## config.mk

```make
export PLATFORM = sky130hd
export DESIGN_NAME = vga_txt_writer
export DESIGN_NICKNAME = d
export VERILOG_FILES = /design/src/rtl/vga_txt_writer.sv
export SDC_FILE = /design/constraint.sdc
export NUM_CORES = 1
export LEC_CHECK = 0
export ABC_CLOCK_PERIOD_IN_PS = 5300
export CAP_MARGIN = 30
export CELL_PAD_IN_SITES_DETAIL_PLACEMENT = 0
export CELL_PAD_IN_SITES_GLOBAL_PLACEMENT = 1
export CORE_MARGIN = 8
export CORE_UTILIZATION = 42
export DETAILED_ROUTE_END_ITERATION = 8
export GPL_TIMING_DRIVEN = 0
export PLACE_DENSITY = 0.82
export SYNTH_ARGS = -nofsm -noshare
export SYNTH_HDL_FRONTEND = slang
export SYNTH_SLANG_ARGS = --single-unit
```

## constraint.sdc

```tcl
create_clock -name i_clk -period 5.3 [get_ports i_clk]
set_input_delay 0.53 -clock i_clk [delete_from_list [all_inputs] [get_ports i_clk]]
set_output_delay 0.53 -clock i_clk [all_outputs]
set_load 0.02 [all_outputs]
```

## src/rtl/vga_txt_writer.sv

```systemverilog
// Terminal-style writer for the VGA text buffer: keeps a cursor, decodes CR/LF/BS/FF,
// wraps lines and clears rows through the buffer write port only.
module vga_txt_writer #(
    parameter int unsigned COLS   = 80,
    parameter int unsigned ROWS   = 25,
    parameter int unsigned ADDR_W = 11,
    parameter logic [7:0]  FILL   = 8'h20
) (
    input  logic              i_clk,
    input  logic              i_rst_h,
    input  logic [7:0]        i_char_d,
    input  logic              i_char_valid_h,
    output logic              o_char_ready_h,
    output logic [7:0]        o_d_we,
    output logic [ADDR_W-1:0] o_addr_we,
    output logic              o_we_en_h,
    output logic              o_busy_h,
    output logic [6:0]        o_cur_x,
    output logic [4:0]        o_cur_y
);

    localparam logic [ADDR_W-1:0] COLS_A    = ADDR_W'(COLS);
    localparam logic [ADDR_W-1:0] COLS_M1_A = ADDR_W'(COLS - 1);
    localparam logic [ADDR_W-1:0] LAST_A    = ADDR_W'(COLS * ROWS - 1);
    localparam logic [6:0]        LAST_X    = 7'(COLS - 1);
    localparam logic [4:0]        LAST_Y    = 5'(ROWS - 1);

    typedef enum logic [2:0] {
        S_CLR_ALL,
        S_IDLE,
        S_WR,
        S_WAIT,
        S_CLR_LINE
    } state_t;

    state_t              state_q, state_d;
    logic [6:0]          x_q, x_d;
    logic [4:0]          y_q, y_d;
    logic [ADDR_W-1:0]   base_q, base_d;
    logic [ADDR_W-1:0]   cnt_q, cnt_d;
    logic [7:0]          data_q, data_d;
    logic                bs_q, bs_d;
    logic                we_q, we_d;
    logic [ADDR_W-1:0]   addr_q, addr_d;
    logic [7:0]          dout_q, dout_d;
    logic                rdy_q, rdy_d;
    logic                busy_q, busy_d;

    logic [4:0]          y_adv;
    logic [ADDR_W-1:0]   base_adv;

    // Next row and its base address; the bottom row wraps to row 0 (no scroll).
    always_comb begin
        y_adv    = (y_q == LAST_Y) ? 5'd0 : y_q + 5'd1;
        base_adv = (y_q == LAST_Y) ? '0 : base_q + COLS_A;
    end

    always_comb begin
        state_d = state_q;
        x_d     = x_q;
        y_d     = y_q;
        base_d  = base_q;
        cnt_d   = cnt_q;
        data_d  = data_q;
        bs_d    = bs_q;
        we_d    = 1'b0;
        addr_d  = addr_q;
        dout_d  = dout_q;
        rdy_d   = 1'b0;
        busy_d  = 1'b1;

        case (state_q)
            S_CLR_ALL: begin
                // After reset the first write (address 0) has not been issued yet, so hold.
                if (we_q) begin
                    if (cnt_q == LAST_A) begin
                        state_d = S_IDLE;
                        x_d     = 7'd0;
                        y_d     = 5'd0;
                        base_d  = '0;
                    end else begin
                        cnt_d = cnt_q + ADDR_W'(1);
                    end
                end
            end
            S_IDLE: begin
                if (rdy_q && i_char_valid_h) begin
                    case (i_char_d)
                        8'h0A: begin
                            x_d     = 7'd0;
                            y_d     = y_adv;
                            base_d  = base_adv;
                            cnt_d   = base_adv;
                            state_d = S_CLR_LINE;
                        end
                        8'h0D: begin
                            x_d     = 7'd0;
                            state_d = S_WAIT;
                        end
                        8'h08: begin
                            if (x_q != 7'd0) begin
                                x_d     = x_q - 7'd1;
                                data_d  = FILL;
                                bs_d    = 1'b1;
                                state_d = S_WR;
                            end else begin
                                state_d = S_WAIT;
                            end
                        end
                        8'h0C: begin
                            cnt_d   = '0;
                            state_d = S_CLR_ALL;
                        end
                        default: begin
                            if (i_char_d < 8'h20) begin
                                state_d = S_WAIT;
                            end else begin
                                data_d  = i_char_d;
                                bs_d    = 1'b0;
                                state_d = S_WR;
                            end
                        end
                    endcase
                end
            end
            S_WR: begin
                if (bs_q) begin
                    state_d = S_IDLE;
                end else if (x_q < LAST_X) begin
                    x_d     = x_q + 7'd1;
                    state_d = S_IDLE;
                end else begin
                    x_d     = 7'd0;
                    y_d     = y_adv;
                    base_d  = base_adv;
                    cnt_d   = base_adv;
                    state_d = S_CLR_LINE;
                end
            end
            S_WAIT: begin
                state_d = S_IDLE;
            end
            S_CLR_LINE: begin
                if (cnt_q == base_q + COLS_M1_A) begin
                    state_d = S_IDLE;
                end else begin
                    cnt_d = cnt_q + ADDR_W'(1);
                end
            end
            default: begin
                cnt_d   = '0;
                state_d = S_CLR_ALL;
            end
        endcase

        // Registered outputs present the behaviour of the state being entered.
        rdy_d  = (state_d == S_IDLE);
        busy_d = (state_d != S_IDLE);
        case (state_d)
            S_WR: begin
                we_d   = 1'b1;
                addr_d = base_d + ADDR_W'(x_d);
                dout_d = data_d;
            end
            S_CLR_ALL, S_CLR_LINE: begin
                we_d   = 1'b1;
                addr_d = cnt_d;
                dout_d = FILL;
            end
            default: ;
        endcase
    end

    always_ff @(posedge i_clk) begin
        if (i_rst_h) begin
            state_q <= S_CLR_ALL;
            x_q     <= 7'd0;
            y_q     <= 5'd0;
            base_q  <= '0;
            cnt_q   <= '0;
            data_q  <= 8'd0;
            bs_q    <= 1'b0;
            we_q    <= 1'b0;
            addr_q  <= '0;
            dout_q  <= 8'd0;
            rdy_q   <= 1'b0;
            busy_q  <= 1'b1;
        end else begin
            state_q <= state_d;
            x_q     <= x_d;
            y_q     <= y_d;
            base_q  <= base_d;
            cnt_q   <= cnt_d;
            data_q  <= data_d;
            bs_q    <= bs_d;
            we_q    <= we_d;
            addr_q  <= addr_d;
            dout_q  <= dout_d;
            rdy_q   <= rdy_d;
            busy_q  <= busy_d;
        end
    end

    assign o_char_ready_h = rdy_q;
    assign o_busy_h       = busy_q;
    assign o_we_en_h      = we_q;
    assign o_addr_we      = addr_q;
    assign o_d_we         = dout_q;
    assign o_cur_x        = x_q;
    assign o_cur_y        = y_q;

endmodule

```

==> results of run 1 <==
## worst min-delay path by stage
stage	cells after the start	start	end	slack, ns
after floorplan	2	data_q[5]$_SDFF_PP0_	data_q[5]$_SDFF_PP0_	0.47
after global placement	2	o_d_we[3]$_SDFFE_PP0P_	o_d_we[3]$_SDFFE_PP0P_	0.45
after detailed placement	2	o_d_we[6]$_SDFFE_PP0P_	o_d_we[6]$_SDFFE_PP0P_	0.45
after CTS	2	o_d_we[6]$_SDFFE_PP0P_	o_d_we[6]$_SDFFE_PP0P_	0.46
after global routing	2	o_d_we[0]$_SDFFE_PP0P_	o_d_we[0]$_SDFFE_PP0P_	0.48
final	2	o_d_we[6]$_SDFFE_PP0P_	o_d_we[6]$_SDFFE_PP0P_	0.46
## logic make-up after synthesis
| kind of cell | count (synthesis) | share of synthesized area |
|---|---|---|
| multiplexers | 6 | 0.0142 |
| AO/OA/AOI/OAI | 146 | 0.235 |
| flip-flops | 61 | 0.282 |
| XOR/XNOR | 30 | 0.0607 |
| adder cells (fa/ha/maj) | 17 | 0.0503 |
| buffers and inverters | 63 | 0.0685 |
| AND/OR/NAND/NOR | 237 | 0.289 |
## worst min-delay path: cells and delay by family (launching register included)
family	cells	cell delay (ns)
flops	1	0.32
simple gates	1	0.06
compound gates	1	0.04
## final cells by class
| cell class | instances | share of cell area |
|---|---|---|
| multi-input cells | 436 | 0.550 |
| flip-flops and latches | 61 | 0.237 |
| repair buffers | 42 | 0.0817 |
| plain buffers | 34 | 0.0365 |
| well taps | 136 | 0.0331 |
| clock buffers | 10 | 0.0268 |
| inverters | 29 | 0.0212 |
| clock inverters | 6 | 0.0139 |
## registers in the layout, summed over array words and instances, names as in the netlist, 3 cells and up
register and cells:
o_addr_we 11, o_cur_y 5, cnt_q 11, base_q 11, o_d_we 8, o_cur_x 7
state_q 3
## stage by stage
step,hold slack (ns),TNS (ns)
CTS,0.463,0
finish,0.461,0
floorplan,0.472,0
global route,0.482,0
global placement,0.448,-0.182
detailed placement,0.452,-0.191
## cells in the mapped netlist (all sizes together) (6+ instances only)
cell / n
nor2: 65
o21ai: 26
inv: 29
nand4: 9
buf: 13
xnor2: 17
xor2: 13
dfxtp: 61
nor4: 8
o21a: 6
a21oi: 38
o22ai: 8
a221oi: 8
a211oi: 6
nand2: 53
nor2b: 8
clkbuf: 21
o211ai: 7
nor3: 20
a31oi: 6
nand3: 16
and3: 7
ha: 15
nor3b: 6
or3: 6
and2: 13
## power groups by stage
stage	logic, W	clock network (W)	registers (W)
final	0.0000654	0.000445	0.000467
after global routing	0.0000712	0.000473	0.000467
after CTS	0.0000647	0.000448	0.000467
after detailed placement	0.0000644	0	0.000477
after global placement	0.0000636	0	0.000477
after floorplan	0.0000351	0	0.000480
## routing by layer
| layer | track usage | up-vias | share of wire |
|---|---|---|---|
| met1 | 0.260 | 2090 | 0.47 |
| met2 | 0.313 | 146 | 0.44 |
| met4 | 0.0440 | 0 | 0.014 |
| li1 | - | 2139 | - |
| met3 | 0.0475 | 17 | 0.071 |
| met5 | 0 | - | 0 |
==> run summary, run 1 <==
Kind of start point of the critical path -> register
Required time of the critical path -> 5.58 ns
Maximum level of the CTS H-tree -> 3
Cells along the critical path -> clkbuf_1 -> and3_1 -> nand4_1 -> o22ai_2 -> a21boi_1 -> o21ai_0 -> a221oi_2 -> inv_1 -> ha_1 -> a21o_1 -> a21oi_1 -> o21bai_1 -> a21oi_1 -> o21a_1 -> xnor2_1 -> or4_1 -> o211ai_1
Drt pass-1 iters -> 5
Startpoint of the most critical setup path -> cnt_q[2]$_SDFF_PP0_
Top cells by area, synth -> dfxtp_1, nor2_1, ha_1
Count of flip-flops with a built-in enable after synthesis -> 0
Count of pins over their slew limit -> 0
Post-DP Area -> 0.00492 sq mm
Dominant register cell in the synthesized netlist -> dfxtp_1
Critical Path Stages -> 17
Type of the worst min-delay path -> reg -> reg
Max stage delay cell, worst path -> a21boi_1
Switching pwr -> 0.000256 W
Remaining max-slew budget at the tightest pin -> 0.433
Sequential cell area fraction in the yosys report -> 0.282
Post-Route Utilization -> 0.505
Ratio of routed vias to standard cells -> 5.82
Slowest cell delay on critical path -> 0.50 ns
Outcome -> completed
Final hold violation count -> 0
Setup clock skew after layout -> 0.00949 ns
Beginning of the worst register-to-register path -> cnt_q[2]$_SDFF_PP0_
Crit share post-route -> 0.927
Clock root buffer -> clkbuf_8
Post-DR wirelength/cell -> 18.1 um
Setup Fix Bufs, Post-CTS -> 0
Starting utilization of the core area -> 0.425
Fraction of layout cells with a size suffix above 1 -> 0.107
Fmax -> 0.203 GHz
Clock sinks -> 61
# fillers -> 1023
TritonCTS clock tree -> yes
Final setup violating endpoints -> 0
Proportion of netlist area held by the largest area contributor -> 0.282
Post-Synthesis Cell Area -> 0.00433 sq mm
Logic pwr share -> 0.067
Number of inserted diodes -> 0
Synthesis Warnings -> 0
Post-route cell area -> 0.00514 sq mm
Cell Count, Final, Fillers Out -> 754
Maximum number of buffers from clock root to sink -> 2
Num CTS Buffers -> 9
Area of combinational cells with multiple inputs -> 0.00283 sq mm
Wire length reported by the detailed router -> 13.6 mm
First-pass GRT wire length -> 22.1 mm
Fin crit period -> 4.92 ns
Port Buf Inserts -> 42
Net total in the final layout -> 640
Sequential cell area -> 0.00122 sq mm
Estimated wirelength of the detail-placed design -> 10.7 mm
Overflow after GRT -> 0
Vias in the first global route -> 4133
Most frequent CP cell -> a21oi_1
Highest-count cells in the layout ignoring fill and taps -> nor2_1, dfxtp_1, nand2_1, clkdlybuf4s50_1, a21oi_1
Post-synth top area cell -> dfxtp_1
Share of power burned in the clock network -> 0.456
Gp weighted congestion -> 0.889
Number of different library cells in the post-synthesis netlist -> 80
CP Max Fanout -> 8
Count of hold buffers inserted by post-cts repair -> 0
Number of nets produced by synthesis -> 587
Peak supply drop -> 0.156 mV
Top-level port count -> 45
Final setup slack of the worst path -> 0.385 ns
Share of total power consumed by net switching -> 0.262
Maximum number of pins on one net before global-route repair -> 13
Number of DRC markers in iteration 0 -> 364
Crit path buffers/inverters -> 2
Placement-stage worst setup slack -> -0.191 ns
Destination of the critical timing path -> o_addr_we[7]$_SDFFE_PP0P_
Remaining DRCs -> 0
Slack of the worst reg-to-reg path -> 0.38 ns
Core outline area -> 0.0102 sq mm
Fraction of registers with async set/reset -> 0
Die width -> 117 um
Leakage -> 1.92 nW
Leading cell type in the layout, fill and taps excluded -> nor2_1
Type of the setup path with the least slack -> reg -> reg
CTS resizes -> 0
Signed area change from the synthesized netlist to the final layout -> 18.9%
Cells after Synth -> 560
Internal power component -> 0.000721 W
Worst-skew pair later-pin latency -> 0.36 ns
Area enclosed by the die boundary -> 0.0138 sq mm
Chip Height -> 117 um
Syn avg cell area -> 7.73 sq um
Worst r2r path cells -> 17
Remaining number of nets flagged by the antenna check after routing -> 0
Initial antenna violation count -> 0
Unrepaired setup endpoints after global routing -> false
Via count of the routed design -> 4392
Signal arrival time at the worst endpoint -> 5.20 ns
Critical path endpoint category -> register
Combined global-route utilization of all metal layers -> 0.196
Terminus of the critical flop-to-flop path -> o_addr_we[7]$_SDFFE_PP0P_
Reg power frac -> 0.478
Max Cap Viol -> 0
Inst Count DP -> 738
Transition at the pin with the smallest max-transition slack -> 0.850 ns
Family with the most delay on the worst path -> compound AO/OA/AOI/OAI gates
Post-CTS clock slew at the launch and capture registers of the worst setup and hold paths -> 0.08 ns
Number of register bits inferred by synthesis -> 61
P per Cell Area -> 190 mW/mm^2
Standard-cell row count -> 37
Design Power -> 0.000977 W
(Power assumes the default switching activity.)
==> run 2, diff against run 1 <==
Settings changed: PLACE_DENSITY 0.82 to unset, PLACE_DENSITY_LB_ADDON set to 0.05.
==> run summary, run 2 (synthesized netlist as in run 1, its figures left out) <==
Outcome -> completed
Worst-case hold slack -> 0.458 ns (-0.00238 ns)
Topmost layer with routed signal wires -> met4
Final setup slack of the worst path -> 0.474 ns (+0.0897 ns)
Setup clock skew after layout -> 0.00791 ns (-0.00158 ns)
Die width -> 117 um (unchanged)
Clock sinks -> 61 (unchanged)
Max Cap Viol -> 0 (unchanged)
Leading cell type in the layout, fill and taps excluded -> nor2_1
Fmax -> 0.207 GHz (+1.9%)
Num CTS Buffers -> 9 (unchanged)
Final hold violation count -> 0 (unchanged)
Fraction of layout cells with a size suffix above 1 -> 0.105 (-0.00145)
Final setup violating endpoints -> 0 (unchanged)
Count of hold buffers inserted by post-cts repair -> 0 (unchanged)
Standard-cell row count -> 37 (unchanged)
Remaining DRCs -> 0 (unchanged)
Post-DR wirelength/cell -> 18.1 um (+0.44%)
CTS resizes -> 0 (unchanged)
Number of inserted diodes -> 0 (unchanged)
Post-CTS clock slew at the launch and capture registers of the worst setup and hold paths -> 0.07 ns (about the same)
Starting utilization of the core area -> 0.425 (unchanged)
Gp weighted congestion -> 0.878 (-1.2%)
Slowest cell delay on critical path -> 0.46 ns (-0.04 ns)
P per Cell Area -> 183 mW/mm^2 (-3.5%)
Routed length on met1 -> 6.67 mm (+4.0%)
Cell Count, Final, Fillers Out -> 753 (-0.13%)
Wire length reported by the detailed router -> 13.7 mm (+0.31%)
Post-route cell area -> 0.00512 sq mm (-0.49%)
Post-Route Utilization -> 0.503 (-0.00246)
Crit path buffers/inverters -> 3 (+1)
Required time of the critical path -> 5.56 ns (-0.02 ns)
Remaining max-slew budget at the tightest pin -> 0.392 (-0.0414)
Core outline area -> 0.0102 sq mm (unchanged)
Remaining number of nets flagged by the antenna check after routing -> 0 (unchanged)
Kind of start point of the critical path -> primary input
Fin crit period -> 4.83 ns (-0.0897 ns)
Combined global-route utilization of all metal layers -> 0.196 (+0.000204)
Type of the worst min-delay path -> reg -> reg
Maximum level of the CTS H-tree -> 3 (unchanged)
Critical path endpoint category -> register
Net total in the final layout -> 640 (unchanged)
Setup Fix Bufs, Post-CTS -> 0 (unchanged)
Overflow after GRT -> 0 (unchanged)
Type of the setup path with the least slack -> in -> reg
Via count of the routed design -> 4315 (-1.8%)
Signal arrival time at the worst endpoint -> 5.09 ns (-0.11 ns)
Family with the most delay on the worst path -> compound AO/OA/AOI/OAI gates
Signed area change from the synthesized netlist to the final layout -> 18.3%
Number of DRC markers in iteration 0 -> 354 (-2.7%)
Maximum number of pins on one net before global-route repair -> 11 (-2)
Leakage -> 1.91 nW (-0.36%)
Clock root buffer -> clkbuf_8
Post-DP Area -> 0.00492 sq mm (unchanged)
Met3 WL -> 850 um (-12%)
Chip Height -> 117 um (unchanged)
Maximum number of buffers from clock root to sink -> 2 (unchanged)
CP Max Fanout -> 6 (-2)
Ratio of routed vias to standard cells -> 5.73 (-1.6%)
Count of pins over their slew limit -> 0 (unchanged)
Vias in the first global route -> 4129 (-0.097%)
Max stage delay cell, worst path -> clkdlybuf4s50_1
Area enclosed by the die boundary -> 0.0138 sq mm (unchanged)
Initial antenna violation count -> 0 (unchanged)
First-pass GRT wire length -> 22.0 mm (-0.31%)
Top-level port count -> 45 (unchanged)
Crit share post-route -> 0.911 (-0.0169)
Placement-stage worst setup slack -> -0.215 ns (-0.0241 ns)
Highest-count cells in the layout ignoring fill and taps -> nor2_1, dfxtp_1, nand2_1, clkdlybuf4s50_1, a21oi_1
Estimated wirelength of the detail-placed design -> 10.7 mm (-0.21%)
Transition at the pin with the smallest max-transition slack -> 0.913 ns (+0.0621 ns)
Port Buf Inserts -> 42 (unchanged)
Unrepaired setup endpoints after global routing -> false
Cells along the critical path -> clkdlybuf4s50_1 -> or3_1 -> clkbuf_1 -> nor3_1 -> o21ai_0 -> a21boi_2 -> o21ai_0 -> a221oi_2 -> inv_1 -> ha_1 -> a21o_1 -> a21oi_1 -> o21bai_1 -> a21oi_1 -> o21a_1 -> xnor2_1 -> or4_1 -> o211ai_1
Inst Count DP -> 738 (unchanged)
TritonCTS clock tree -> yes
Peak supply drop -> 0.112 mV (-28%)
Drt pass-1 iters -> 6 (+1)
Worst-skew pair later-pin latency -> 0.35 ns (about the same)
Met2 wire length -> 5.99 mm (-0.76%)
-- run 2: through the flow --
step,total power (W),TNS (ns)
6_report,0.000938,0
5_1_grt,0.000974,0
4_1_cts,0.000946,0
3_5_place_dp,0.000542,-0.265
3_3_place_gp,0.000541,-0.252
2_1_floorplan,0.000515,0
-- run 2: path summary, 6_finish.rpt --
check,startpoint,endpoint,slack (ns),cells after the start
worst max-delay path,i_char_d[5],o_addr_we[7]$_SDFFE_PP0P_,0.47,18
worst min-delay path,o_d_we[3]$_SDFFE_PP0P_,o_d_we[3]$_SDFFE_PP0P_,0.46,2
worst max register to register,cnt_q[2]$_SDFF_PP0_,o_addr_we[7]$_SDFFE_PP0P_,0.57,17
worst min register to register,o_d_we[3]$_SDFFE_PP0P_,o_d_we[3]$_SDFFE_PP0P_,0.46,2
-- run 2: per-layer routing --
metal,vias up,GRT usage
met2,137,0.303
met3,12,0.0460
met1,2032,0.267
met5,-,0
met4,0,0.0496
li1,2134,-
-- run 2: worst min-delay path: cells and delay by family, from the launching register on --
kind	cells	cell delay [ns]
AND/OR/NAND/NOR	1	0.06
AO/OA/AOI/OAI	1	0.04
flip-flops	1	0.32
-- run 2: report_power, final --
part | internal, W | leakage (nW) | switching, W
Sequential | 0.000463 | 0.493 | 0.00000401
Combinational | 0.0000257 | 1.33 | 0.0000401
Clock | 0.000212 | 0.0919 | 0.000194
-- run 2: layout make-up --
type                    count  area (sq um)
inverters                  29           109
plain buffers              34           188
multi-input cells         436          2830
flip-flops and latches     61          1220
fillers                  1076          5060
clock inverters             5          52.6
well taps                 136           170
clock buffers              10           128
repair buffers             42           420
==> run 3, diff against run 2 <==
Settings changed: CAP_MARGIN 30 to 10.
==> results of run 3 <==
The final DEF is identical to that of run 2; final timing and power are the same.
